File: config.mk
export PLATFORM = sky130hd
export DESIGN_NAME = uart_wb_scheduler
export DESIGN_NICKNAME = d
export VERILOG_FILES = /design/src/rtl/uart_sched_pkg.sv /design/src/rtl/uart_wb_scheduler_rr_arb2.sv /design/src/rtl/uart_wb_scheduler.sv
export SDC_FILE = /design/constraint.sdc
export NUM_CORES = 1
export LEC_CHECK = 0
export BUFFER_PORTS_ARGS = -buffer_cell sky130_fd_sc_hd__clkbuf_2
export CAP_MARGIN = 20
export CORE_UTILIZATION = 45
export DETAILED_ROUTE_END_ITERATION = 12
export PLACE_DENSITY = 0.84
export SYNTH_ARGS = -nofsm -noshare
export SYNTH_HDL_FRONTEND = slang
export SYNTH_SLANG_ARGS = --single-unit
File: constraint.sdc
create_clock -name wb_clk_i -period 2.05 [get_ports wb_clk_i]
set_input_delay 0.3075 -clock wb_clk_i [delete_from_list [all_inputs] [get_ports wb_clk_i]]
set_output_delay 0.3075 -clock wb_clk_i [all_outputs]
set_load 0.03 [all_outputs]
File: src/rtl/uart_sched_pkg.sv
// Shared types and constants for the UART Wishbone scheduler.
// Latency: n/a (declarations only).
// Backpressure: n/a.
package uart_sched_pkg;

    typedef enum logic [1:0] {
        IDLE     = 2'd0,
        POLL     = 2'd1,
        RX_READ  = 2'd2,
        TX_WRITE = 2'd3
    } state_t;

    // UART slave register map
    localparam logic ADR_DATA = 1'b0;
    localparam logic ADR_STAT = 1'b1;

    // Status register bit positions
    localparam int ST_TXRDY = 0;
    localparam int ST_RXAV  = 1;

    // Width of the inter-poll gap counter; never narrower than one bit.
    function automatic int gap_width(input int gap);
        return (gap < 1) ? 1 : $clog2(gap + 1);
    endfunction

endpackage

File: src/rtl/uart_wb_scheduler_rr_arb2.sv
// Two-way arbiter choosing which transmit requester gets the UART.
// Latency: grant is combinational from req; pointer updates one cycle after upd.
// Backpressure: none; the caller decides when a grant is consumed (upd).
//
// Ports: clk/rst (async active-high), req[1:0] requests, upd strobe with
// upd_idx = index actually served, gnt = winning index.
// Build option UART_SCHED_FIXED_PRIO_EN: requester 0 always wins, no pointer.
module rr_arb2 (
    input  logic       clk,
    input  logic       rst,
    input  logic [1:0] req,
    input  logic       upd,
    input  logic       upd_idx,
    output logic       gnt
);

`ifdef UART_SCHED_FIXED_PRIO_EN
    // Requester 0 wins whenever present; otherwise requester 1.
    assign gnt = ~req[0];

    logic unused_fixed;
    assign unused_fixed = ^{clk, rst, upd, upd_idx, req[1]};
`else
    logic last;   // index granted most recently

    // Reset to 1 so that requester 0 wins the first tie.
    always_ff @(posedge clk or posedge rst) begin
        if (rst) begin
            last <= 1'b1;
        end else if (upd) begin
            last <= upd_idx;
        end
    end

    always_comb begin
        if (req == 2'b11) begin
            gnt = ~last;
        end else begin
            gnt = req[1];
        end
    end
`endif

endmodule

File: src/rtl/uart_wb_scheduler.sv
// Wishbone master that polls an 8N1 UART, shares its TX between two requesters
// and drains RX bytes. Latency: one status poll per 2+POLL_GAP cycles; a data
// access follows a poll after one idle cycle. Backpressure: rx_rdy_i low blocks data reads.
//
// Ports: wb_clk_i/wb_rst_i (async active-high); m_* Wishbone master to the UART
// (adr 0 data, adr 1 status); txN_req_i/txN_dat_i in, txN_ack_o pulse out;
// rx_dat_o/rx_vld_o/rx_rdy_i receive stream.
// Build option UART_SCHED_FIXED_PRIO_EN: fixed priority, requester 0 first.
module uart_wb_scheduler
    import uart_sched_pkg::*;
#(
    parameter int POLL_GAP = 0
) (
    input  logic       wb_clk_i,
    input  logic       wb_rst_i,
    output logic       m_adr_o,
    output logic [7:0] m_dat_o,
    input  logic [7:0] m_dat_i,
    output logic       m_we_o,
    output logic       m_stb_o,
    input  logic       m_ack_i,
    input  logic       tx0_req_i,
    input  logic [7:0] tx0_dat_i,
    output logic       tx0_ack_o,
    input  logic       tx1_req_i,
    input  logic [7:0] tx1_dat_i,
    output logic       tx1_ack_o,
    output logic [7:0] rx_dat_o,
    output logic       rx_vld_o,
    input  logic       rx_rdy_i
);

    localparam int GW = gap_width(POLL_GAP);
    localparam logic [GW-1:0] GAP_MAX = GW'(POLL_GAP);

    state_t        state, state_nxt;
    logic [GW-1:0] gap_cnt, gap_nxt;
    logic          adr_nxt, we_nxt, stb_nxt;
    logic [7:0]    dat_nxt;
    logic          ack0_nxt, ack1_nxt;
    logic [7:0]    rx_dat_nxt;
    logic          rx_vld_nxt;
    logic          gnt_idx, gnt_idx_nxt;
    logic          arb_gnt;
    logic          arb_upd;
    logic          acked;

    // An ack only counts while we are strobing.
    assign acked = m_stb_o & m_ack_i;

    rr_arb2 u_arb (
        .clk     (wb_clk_i),
        .rst     (wb_rst_i),
        .req     ({tx1_req_i, tx0_req_i}),
        .upd     (arb_upd),
        .upd_idx (gnt_idx),
        .gnt     (arb_gnt)
    );

    always_ff @(posedge wb_clk_i or posedge wb_rst_i) begin
        if (wb_rst_i) begin
            state     <= IDLE;
            gap_cnt   <= '0;
            m_adr_o   <= 1'b0;
            m_dat_o   <= 8'h00;
            m_we_o    <= 1'b0;
            m_stb_o   <= 1'b0;
            tx0_ack_o <= 1'b0;
            tx1_ack_o <= 1'b0;
            rx_dat_o  <= 8'h00;
            rx_vld_o  <= 1'b0;
            gnt_idx   <= 1'b0;
        end else begin
            state     <= state_nxt;
            gap_cnt   <= gap_nxt;
            m_adr_o   <= adr_nxt;
            m_dat_o   <= dat_nxt;
            m_we_o    <= we_nxt;
            m_stb_o   <= stb_nxt;
            tx0_ack_o <= ack0_nxt;
            tx1_ack_o <= ack1_nxt;
            rx_dat_o  <= rx_dat_nxt;
            rx_vld_o  <= rx_vld_nxt;
            gnt_idx   <= gnt_idx_nxt;
        end
    end

    always_comb begin
        state_nxt   = state;
        gap_nxt     = gap_cnt;
        adr_nxt     = m_adr_o;
        dat_nxt     = m_dat_o;
        we_nxt      = m_we_o;
        stb_nxt     = m_stb_o;
        ack0_nxt    = 1'b0;
        ack1_nxt    = 1'b0;
        rx_dat_nxt  = rx_dat_o;
        rx_vld_nxt  = rx_vld_o;
        gnt_idx_nxt = gnt_idx;
        arb_upd     = 1'b0;

        if (rx_vld_o && rx_rdy_i) begin
            rx_vld_nxt = 1'b0;
        end

        case (state)
            IDLE: begin
                // IDLE is always at least one strobe-low cycle, so the
                // status read can be launched on leaving it.
                if (gap_cnt == GAP_MAX) begin
                    gap_nxt   = '0;
                    state_nxt = POLL;
                    stb_nxt   = 1'b1;
                    adr_nxt   = ADR_STAT;
                    we_nxt    = 1'b0;
                end else begin
                    gap_nxt = gap_cnt + 1'b1;
                end
            end

            POLL: begin
                if (acked) begin
                    stb_nxt = 1'b0;
                    if (m_dat_i[ST_RXAV] && !rx_vld_o) begin
                        state_nxt = RX_READ;
                    end else if (m_dat_i[ST_TXRDY] && (tx0_req_i || tx1_req_i)) begin
                        // Byte is captured at grant; later req changes do not matter.
                        state_nxt   = TX_WRITE;
                        gnt_idx_nxt = arb_gnt;
                        dat_nxt     = arb_gnt ? tx1_dat_i : tx0_dat_i;
                    end else begin
                        state_nxt = IDLE;
                    end
                end
            end

            RX_READ: begin
                // First cycle here is the idle gap after the poll.
                if (!m_stb_o) begin
                    stb_nxt = 1'b1;
                    adr_nxt = ADR_DATA;
                    we_nxt  = 1'b0;
                end else if (m_ack_i) begin
                    stb_nxt    = 1'b0;
                    rx_dat_nxt = m_dat_i;
                    rx_vld_nxt = 1'b1;
                    state_nxt  = IDLE;
                end
            end

            TX_WRITE: begin
                if (!m_stb_o) begin
                    stb_nxt = 1'b1;
                    adr_nxt = ADR_DATA;
                    we_nxt  = 1'b1;
                end else if (m_ack_i) begin
                    stb_nxt   = 1'b0;
                    ack0_nxt  = ~gnt_idx;
                    ack1_nxt  = gnt_idx;
                    arb_upd   = 1'b1;
                    state_nxt = IDLE;
                end
            end

            default: state_nxt = IDLE;
        endcase
    end

endmodule

==> results.json <==
{
  "num_antenna_cells": 0,
  "synth_mux_area_frac": 0.262,
  "hp-class": "in2reg",
  "r2r_slack_ns": 0.24,
  "synth_edf_count": 0,
  "rr_endpoint": "m_dat_o[1]",
  "holdWs_ns": 0.153,
  "via_per_inst": 5.15,
  "holdPathStages": 2,
  "routedWlPerCell_um": 13.8,
  "multi_input_area_um2": 453,
  "path_clk_slew_ns": 0.14,
  "end_kind": "flop",
  "routed_wl_um": 2250,
  "io_buffers": 51,
  "ios": 52,
  "worst_ep_required_time_ns": 2.26,
  "post-place-ws_ns": 0.258,
  "clockBufferDepth": 2,
  "synthesis.nets": 108,
  "dpl.hpwl_um": 1770,
  "synth_compound_area_frac": 0.0616,
  "finalCritPeriodShare": 0.882,
  "vias": 839,
  "min_from": "rx_rdy_i",
  "syn_area_mm2": 0.00112,
  "ant_nets": 0,
  "drive_gt1_frac": 0.637,
  "grt_pass1_vias": 881,
  "synth_top_family_by_area": "multiplexers",
  "synth.avg_cell_area_um2": 14.3,
  "stdcell_count": 163,
  "clock_latency_ns": 0.32,
  "synthSimpleGateAreaFrac": 0.0817,
  "clockRootBuffer": "clkbuf_4",
  "worst-path-max-fanout": 10,
  "regArea_um2": 652,
  "cts_tree": "built",
  "die_x_um": 51.8,
  "synth-xor-area-share": 0,
  "grt-ovfl-total": 0,
  "synth-adder-area-share": 0,
  "ys.warnings.count": 0,
  "ys_seq_area_frac": 0.583,
  "antenna_found_initial": 0,
  "ir_worst_vdd_uv": 775,
  "fin_tns_setup_ns": 0,
  "dp_cells": 158,
  "slew_headroom": 0.567,
  "synthArstFlopShare": 1.00,
  "arrival_ns": 2.02,
  "post-cts-setup-buffer-count": 0,
  "yosysUniqueCellTypes": 20,
  "fin_nets": 166,
  "die_y_um": 51.8,
  "cap_viol_max_count": 0,
  "ctsResizeCount": 0,
  "row_count": 17,
  "setup_viol": 0,
  "area_growth_pct": 31.0,
  "skew_ns": 0.0162,
  "max_freq_mhz": 553,
  "core_mm2": 0.00228,
  "grt_max_degree": 16,
  "initial_core_util": 0.491,
  "synth_flop_cell": "dfrtp_1",
  "layout_setup_ws_ns": 0.242,
  "cts_buffers": 3,
  "htree_levels": 1,
  "dieArea_mm2": 0.00269,
  "nFillCells": 183,
  "ys_seq_elements": 26,
  "worst_pin_slew_ns": 0.647,
  "start_kind": "flop",
  "holdPathEnd": "rx_vld_o",
  "rr_startpoint": "m_stb_o",
  "leakage_nw": 0.766,
  "report.final.slew_viol_count": 0,
  "outcome": "finished clean",
  "clkSinkCount": 26,
  "hold_viol_final": 0,
  "drt_iter0_markers": 1,
  "power.density_mw_per_mm2": 1420,
  "rsz0062_at_grt": "no",
  "grt_pass1_wl_um": 3750,
  "synthCells": 78,
  "grt_use_total": 0.193,
  "first_pass_iters": 2,
  "critical_path_class": "reg2reg",
  "ff2ff_path_depth": 3,
  "drc": 0,
  "period_minus_slack_ns": 1.81,
  "place_congestion": 0.730
}
[cell usage in the layout (no fill, tap or decap), drive strengths merged, types with 2 or more instances in the layout]
cell type / netlist / layout
a21o: 2 / 2
and3: 2 / 2
buf: 1 / 2
clkbuf: 0 / 55
dfrtp: 25 / 25
inv: 2 / 2
mux2: 26 / 26
nand2: 3 / 3
nand2b: 3 / 3
nand3: 2 / 2
o21ai: 3 / 3
[cells in the mapped netlist (2+ instances only)]
cell type  count  area share
mux2_2        26        0.26
dfrtp_1       25        0.56
and3_1         2       0.011
a21o_1         2       0.013
inv_1          2      0.0067
nand2b_1       3       0.017
nand2_1        3       0.010
o21ai_0        3       0.013
[report_power, final]
group          leakage (nW)  switching (mW)  internal (mW)
clock                0.0210           0.146          0.109
sequential            0.324           0.167          0.729
combinational         0.421           0.571          0.358
total                 0.766           0.884           1.20
[worst max-delay path, cell delays in order, from the launching register on]
cell and delay [ns]:
dfrtp_1 0.52, nand3_2 0.17, nor4b_4 0.59, mux2_2 0.41
[kinds of logic after synthesis]
family / Yosys count
AOI/OAI and AO/OA: 10
DFF: 26
buffers and inverters: 3
and+or+nand+nor: 13
muxes: 26
[state kept, by name, summed over array words and instances, names as in the netlist]
register / count
m_adr_o: 1
rx_dat_o: 8
state: 2
m_stb_o: 1
gnt_idx: 1
rx_vld_o: 1
tx0_ack_o: 1
tx1_ack_o: 1
m_dat_o: 8
u_arb.last: 1
m_we_o: 1
[layer usage]
layer | vias up | routed length, um | share of wire | GRT usage
met5 | - | 0 | 0 | 0
met4 | 0 | 29 | 0.013 | 0.104
met3 | 4 | 126 | 0.056 | 0.0263
met2 | 37 | 1130 | 0.50 | 0.321
met1 | 403 | 959 | 0.43 | 0.242
li1 | 395 | - | - | -
[worst max-delay path by stage]
stage | from | end | slack, ns | cells after the start
finish | m_stb_o | m_dat_o[1] | 0.24 | 3
CTS | m_stb_o | m_dat_o[1] | 0.23 | 3
global placement | tx0_req_i | m_dat_o[6] | 0.35 | 4
detailed placement | m_stb_o | m_dat_o[1] | 0.26 | 3
global route | m_stb_o | gnt_idx | 0.18 | 3
floorplan | m_stb_o | gnt_idx | 0.32 | 3
[stage by stage]
step / instance area (um2) / utilization / total power, mW
2_1_floorplan: 1120 / - / 1.54
4_1_cts: 1460 / 0.643 / 2.11
5_1_grt: 1460 / 0.643 / 2.21
3_3_place_gp: 1420 / 0.623 / 1.80
3_5_place_dp: 1420 / 0.623 / 1.85
6_report: 1460 / 0.643 / 2.08
[timing repair]
action,in CTS,in global routing
setup endpoints to repair,0,0
hold buffers,1,0
hold endpoints to repair,10,0
[cell type report]
type	instances	area share
Sequential cell	26	0.445
Multi-Input combinational cell	49	0.309
Timing Repair Buffer	54	0.191
Clock buffer	4	0.0248
Tap cell	28	0.0239
Inverter	2	0.00513
No activity file was read; power rests on OpenSTA's default activity.
